### config.mk
export PLATFORM = sky130hd
export DESIGN_NAME = gpio_input_ip
export DESIGN_NICKNAME = d
export VERILOG_FILES = /design/src/rtl/gpio_input_ip.sv
export SDC_FILE = /design/constraint.sdc
export NUM_CORES = 1
export LEC_CHECK = 0
export CELL_PAD_IN_SITES_DETAIL_PLACEMENT = 0
export CELL_PAD_IN_SITES_GLOBAL_PLACEMENT = 2
export CORE_ASPECT_RATIO = 1.4
export CORE_MARGIN = 8
export CORE_UTILIZATION = 25
export CTS_BUF_LIST = sky130_fd_sc_hd__clkbuf_8
export DETAILED_ROUTE_END_ITERATION = 10
export DONT_BUFFER_PORTS = 1
export HOLD_SLACK_MARGIN = 0.06
export PLACE_DENSITY_LB_ADDON = 0.1
export SYNTH_ARGS = -nofsm -noshare
export SYNTH_HDL_FRONTEND = slang
export SYNTH_SLANG_ARGS = --single-unit
### constraint.sdc
create_clock -name clk -period 1.42 [get_ports clk]
set_input_delay 0.142 -clock clk [delete_from_list [all_inputs] [get_ports clk]]
set_output_delay 0.142 -clock clk [all_outputs]
set_load 0.05 [all_outputs]
### src/rtl/gpio_input_ip.sv
// GPIO input peripheral: synchronizes external pins, exposes their level,
// captures enabled rising/falling edges into sticky W1C status bits and
// raises a level interrupt for unmasked status bits.
module gpio_input_ip #(
    parameter int unsigned WIDTH       = 32,
    parameter int unsigned SYNC_STAGES = 2
) (
    input  logic             clk,
    input  logic             rst,
    input  logic [31:0]      addr,
    input  logic [31:0]      write_data,
    output logic [31:0]      read_data,
    input  logic             write_enable,
    input  logic             read_enable,
    input  logic             chip_select,
    input  logic [WIDTH-1:0] gpio_in,
    output logic             irq
);

    localparam int unsigned PrimeMax = SYNC_STAGES + 1;
    localparam int unsigned CntW     = $clog2(PrimeMax + 1);

    localparam logic [2:0] IdxData    = 3'd0;
    localparam logic [2:0] IdxRiseEn  = 3'd1;
    localparam logic [2:0] IdxFallEn  = 3'd2;
    localparam logic [2:0] IdxIrqMask = 3'd3;
    localparam logic [2:0] IdxStatus  = 3'd4;

    logic [WIDTH-1:0] stage_q [SYNC_STAGES];
    logic [WIDTH-1:0] stage_d [SYNC_STAGES];
    logic [WIDTH-1:0] prev_q, prev_d;
    logic [WIDTH-1:0] rise_en_q, rise_en_d;
    logic [WIDTH-1:0] fall_en_q, fall_en_d;
    logic [WIDTH-1:0] irq_mask_q, irq_mask_d;
    logic [WIDTH-1:0] status_q, status_d;
    logic [CntW-1:0]  prime_cnt_q, prime_cnt_d;

    logic [WIDTH-1:0] sync_q;
    logic [WIDTH-1:0] rise, fall;
    logic [WIDTH-1:0] set_bits, clr_bits;
    logic [2:0]       idx;
    logic             wr, rd, primed;

    // Only addr[4:2] is decoded; the remaining address bits are don't-care.
    logic unused_addr;
    assign unused_addr = ^{addr[31:5], addr[1:0]};

    assign idx    = addr[4:2];
    assign wr     = chip_select && write_enable;
    assign rd     = chip_select && read_enable;
    assign sync_q = stage_q[SYNC_STAGES-1];
    assign primed = (prime_cnt_q == CntW'(PrimeMax));
    assign rise   = sync_q & ~prev_q;
    assign fall   = ~sync_q & prev_q;

    // Next-state for synchronizer, edge history, config and status registers.
    always_comb begin
        stage_d[0] = gpio_in;
        for (int unsigned i = 1; i < SYNC_STAGES; i++) begin
            stage_d[i] = stage_q[i-1];
        end
        prev_d = sync_q;

        rise_en_d  = rise_en_q;
        fall_en_d  = fall_en_q;
        irq_mask_d = irq_mask_q;
        clr_bits   = '0;
        if (wr) begin
            case (idx)
                IdxRiseEn:  rise_en_d  = write_data[WIDTH-1:0];
                IdxFallEn:  fall_en_d  = write_data[WIDTH-1:0];
                IdxIrqMask: irq_mask_d = write_data[WIDTH-1:0];
                IdxStatus:  clr_bits   = write_data[WIDTH-1:0];
                default:    ;
            endcase
        end

        // Edges seen before the synchronizer has flushed post-reset are bogus.
        set_bits = primed ? ((rise & rise_en_q) | (fall & fall_en_q)) : '0;
        // Set has priority over a same-cycle clear.
        status_d = (status_q & ~clr_bits) | set_bits;

        prime_cnt_d = primed ? prime_cnt_q : prime_cnt_q + CntW'(1);
    end

    // State registers with synchronous reset; reset discards any bus write.
    always_ff @(posedge clk) begin
        if (rst) begin
            for (int unsigned i = 0; i < SYNC_STAGES; i++) begin
                stage_q[i] <= '0;
            end
            prev_q      <= '0;
            rise_en_q   <= '0;
            fall_en_q   <= '0;
            irq_mask_q  <= '0;
            status_q    <= '0;
            prime_cnt_q <= '0;
        end else begin
            for (int unsigned i = 0; i < SYNC_STAGES; i++) begin
                stage_q[i] <= stage_d[i];
            end
            prev_q      <= prev_d;
            rise_en_q   <= rise_en_d;
            fall_en_q   <= fall_en_d;
            irq_mask_q  <= irq_mask_d;
            status_q    <= status_d;
            prime_cnt_q <= prime_cnt_d;
        end
    end

    // Combinational read mux, zero outside a qualified read.
    always_comb begin
        read_data = 32'h0;
        if (rd) begin
            case (idx)
                IdxData:    read_data = 32'(sync_q);
                IdxRiseEn:  read_data = 32'(rise_en_q);
                IdxFallEn:  read_data = 32'(fall_en_q);
                IdxIrqMask: read_data = 32'(irq_mask_q);
                IdxStatus:  read_data = 32'(status_q);
                default:    read_data = 32'h0;
            endcase
        end
    end

    assign irq = |(status_q & irq_mask_q);

endmodule

==> flow_results.xml <==
<?xml version="1.0" encoding="UTF-8"?>
<metrics>
  <group name="placed_design">
    <metric name="gpl.final_weighted_congestion" unit="">0.739</metric>
    <metric name="detailedPlacementHpwl" unit="mm">21.7</metric>
    <metric name="buffers_added_on_ports" unit="">0</metric>
    <metric name="place_worst_setup_slack" unit="ps">-237</metric>
  </group>
  <group name="floorplan">
    <metric name="placementRows" unit="">82</metric>
    <metric name="dieArea" unit="sq um">42000</metric>
    <metric name="dieWidth" unit="um">176</metric>
    <metric name="floorplan.die.height" unit="um">239</metric>
    <metric name="ios" unit="">134</metric>
    <metric name="core_region_area" unit="sq um">35500</metric>
    <metric name="initial_utilization" unit="%">25.1</metric>
  </group>
  <group name="global_routing">
    <metric name="antenna_violations_before_repair" unit="">0</metric>
    <metric name="first_global_vias" unit="">8949</metric>
    <metric name="grt.overflow.total" unit="">0</metric>
    <metric name="maximum_number_of_pins_on_one_net_before_global_route_repair" unit="">128</metric>
    <metric name="global_route_wire_length_before_repair" unit="mm">55.4</metric>
    <metric name="track_usage" unit="%">17.4</metric>
  </group>
  <group name="logic_synthesis">
    <metric name="synthCells" unit="">1047</metric>
    <metric name="yosysMostFrequentCell" unit="">nand2_1</metric>
    <metric name="synthDominantCellAreaShare" unit="%">50.8</metric>
    <metric name="synth_largest_area_cell" unit="">dfxtp_1</metric>
    <metric name="synth_warnings" unit="">0</metric>
    <metric name="syn_avg_cell_area" unit="sq um">8.51</metric>
    <metric name="yosysSeqAreaShare" unit="%">50.8</metric>
    <metric name="post_synth_main_area_contributors" unit="">dfxtp_1 51%, nand2_1 11%, a21oi_1 9.0%</metric>
    <metric name="synth_fp_nets" unit="">1149</metric>
    <metric name="post_synth_instance_area" unit="sq um">8910</metric>
    <metric name="synth-edff-count" unit="">0</metric>
    <metric name="postSynth.asyncResetShare" unit="%">0</metric>
    <metric name="synthDistinctLibCells" unit="">28</metric>
    <metric name="synth.top_cells.by_count" unit="">257 x nand2_1, 226 x dfxtp_1, 160 x a21oi_1</metric>
    <metric name="synth_top_flop_cell" unit="">dfxtp_1</metric>
    <metric name="synth.ff_latch_count" unit="">226</metric>
  </group>
  <group name="finish">
    <metric name="num-nets-final" unit="">1448</metric>
    <metric name="diode_count" unit="">0</metric>
    <metric name="proportion_of_layout_cells_with_a_drive_suffix_above_1" unit="%">23.2</metric>
    <metric name="fillCellCount" unit="">3647</metric>
    <metric name="multiInputGateArea" unit="sq um">4620</metric>
    <metric name="area_added_between_synthesis_and_finish" unit="%">60.7</metric>
    <metric name="regArea" unit="sq um">4580</metric>
    <metric name="finish.utilization" unit="%">40.3</metric>
  </group>
  <group name="hold_path">
    <metric name="worstHoldPathType" unit="">primary input to flip-flop</metric>
    <metric name="hold_path_startpoint" unit="">chip_select</metric>
    <metric name="holdPathEnd" unit="">fall_en_q[7]$_SDFFE_PP0P_</metric>
    <metric name="hold_path_depth" unit="">4</metric>
  </group>
  <group name="power">
    <metric name="areal_power_density_over_the_cells" unit="nW/um^2">991</metric>
    <metric name="seq_power_share" unit="%">46.4</metric>
    <metric name="power_frac_comb" unit="%">6.7</metric>
    <metric name="power_switching_share" unit="%">24.2</metric>
    <metric name="static-leakage-power" unit="nW">5.35</metric>
    <metric name="clock_power_share" unit="%">46.9</metric>
    <metric name="post-layout-total-power" unit="mW">14.2</metric>
    <metric name="power.internal" unit="mW">10.8</metric>
    <metric name="peak_vdd_ir" unit="mV">0.710</metric>
    <metric name="netSwitchingPower" unit="mW">3.44</metric>
  </group>
  <group name="run">
    <metric name="maxCapViolCount" unit="">0</metric>
  </group>
  <group name="detailed_routing">
    <metric name="drt_first_iter_violations" unit="">366</metric>
    <metric name="route.detailed.vias_per_inst" unit="">4.69</metric>
    <metric name="route.antenna.remaining_nets" unit="">0</metric>
    <metric name="drc" unit="">0</metric>
    <metric name="dr_total_vias" unit="">8624</metric>
    <metric name="wl_per_cell" unit="um">20.0</metric>
    <metric name="drt-total-wl" unit="mm">36.8</metric>
    <metric name="drt_pre_antenna_iters" unit="">5</metric>
  </group>
  <group name="clock_tree">
    <metric name="clkTransAtPathRegs" unit="ps">60</metric>
    <metric name="cts_max_level" unit="">2</metric>
    <metric name="cts_tree" unit="">done</metric>
    <metric name="numCtsBuffers" unit="">42</metric>
    <metric name="tritoncts_num_sinks" unit="">226</metric>
    <metric name="cts_buffer_depth" unit="">3</metric>
    <metric name="ctsRootBufferMaster" unit="">clkbuf_8</metric>
    <metric name="insertion_delay" unit="ps">570</metric>
  </group>
  <group name="worst_setup_path">
    <metric name="crit-reg2reg-launch" unit="">irq_mask_q[29]$_SDFFE_PP0P_</metric>
    <metric name="worst_setup_path_end_kind" unit="">primary output</metric>
    <metric name="regToRegSetupSlack" unit="ps">110</metric>
    <metric name="worst_r2r_endpoint" unit="">irq_mask_q[29]$_SDFFE_PP0P_</metric>
    <metric name="startpoint_type" unit="">flip-flop</metric>
    <metric name="timing_worst_setup_path_type" unit="">flip-flop to primary output</metric>
    <metric name="crit_start" unit="">irq_mask_q[29]$_SDFFE_PP0P_</metric>
    <metric name="crit_fanout" unit="">2</metric>
    <metric name="crit_required" unit="ps">1280</metric>
    <metric name="rr_worst_depth" unit="">5</metric>
    <metric name="worst_ep_arrival_time" unit="ps">1950</metric>
  </group>
  <group name="run_status">
    <metric name="run_status" unit="">finished with violations</metric>
    <metric name="failed_checks" unit="">setup timing</metric>
  </group>
  <group name="sta">
    <metric name="worst_pin_slew" unit="ps">428</metric>
    <metric name="final_period_minus_worst_setup_slack" unit="ps">2100</metric>
    <metric name="finalCritPeriodShare" unit="%">148</metric>
    <metric name="fin_ws" unit="ps">-675</metric>
    <metric name="max_transition_margin" unit="%">71.5</metric>
    <metric name="max_freq" unit="GHz">0.477</metric>
    <metric name="finalSetupTns" unit="ps">-11470</metric>
    <metric name="grt_setup_unrepaired" unit="">true</metric>
    <metric name="final-hold-violation-count" unit="">0</metric>
    <metric name="worst_hold_slack" unit="ps">110</metric>
    <metric name="drv_slew" unit="">0</metric>
    <metric name="setup_violations" unit="">35</metric>
    <metric name="post_route_skew" unit="ps">20.3</metric>
  </group>
</metrics>
## layout make-up
type | instances | area share [%]
clock inverters | 24 | 1.21
flip-flops and latches | 226 | 32.0
clock buffers | 51 | 4.90
multi-input cells | 745 | 32.3
well taps | 462 | 4.04
repair buffers | 329 | 25.6
inverters | 2 | 0.0524
## per-stage QoR
step                cell area, sq um  cells
finish                         14300   1839
global route                   14300   1839
CTS                            14300   1837
detailed placement             11300   1578
global placement               11300   1578
floorplan                       9330   1047
## timing repair
item / CTS / global route
hold buffers: 185 / 1
pin swaps: 63 / 24
resized for setup: 100 / 9
hold endpoints to repair: 226 / 2
buffers inserted: 1 / 4
endpoints found under the setup margin: 33 / 50
## power groups by stage
stage | Combinational (mW) | Sequential (mW) | Clock (mW)
2_1_floorplan | 0.469 | 6.70 | 0
3_3_place_gp | 0.623 | 6.73 | 0
3_5_place_dp | 0.628 | 6.73 | 0
4_1_cts | 0.952 | 6.60 | 6.92
5_1_grt | 1.01 | 6.61 | 7.18
6_report | 0.946 | 6.59 | 6.66
## routing by layer
layer  routed length [um]  track usage [%]  up-vias
met5                    0                0        -
met4                  787             4.89        0
met3                 1830             3.90       53
met2                17800             29.4      173
met1                16300             21.7     4201
li1                     -                -     4197
## registers in the layout, indices dropped and copies added (netlist names)
signal	cells
irq_mask_q	32
fall_en_q	32
stage_q	64
prime_cnt_q	2
status_q	32
rise_en_q	32
prev_q	32
## critical path: stages (launching register included)
cell     delay (ps)
dfxtp_2         320
a22oi_2         180
buf_4           160
nand4_1         130
or4_4           570
## cell usage in the layout (no fill, tap or decap), drive strengths merged, types with 3 or more instances in the layout
master,n
o21ai,33
nand2,257
a21oi,160
inv,20
dfxtp,226
dlygate4sd3,184
bufinv,3
a22oi,48
mux2i,33
nand4,4
a32o,32
clkbuf,51
nor2b,97
clkinv,3
nor3,3
nand3b,32
nor2,33
buf,145
## how the worst max path moves through the flow
stage                    end  slack, ps  cells after the start
2_1_floorplan  read_data[10]        -80                      5
3_3_place_gp             irq       -230                      4
3_5_place_dp             irq       -240                      4
4_1_cts                  irq       -720                      4
5_1_grt                  irq       -750                      4
6_report                 irq       -680                      4
## cell families (layout without fill, tap and decap cells)
kind of cell | count (synthesis) | count (layout) | share of synthesized area, %
adders and majority gates | 1 | 1 | 0.140
and+or+nand+nor | 436 | 436 | 23.1
AOI/OAI and AO/OA | 274 | 274 | 18.6
DFF | 226 | 226 | 50.8
buffers and inverters | 76 | 406 | 3.59
xor gates and xnor gates | 1 | 1 | 0.0983
muxes | 33 | 33 | 3.71
Note: power is estimated with default switching activity, not from simulation.
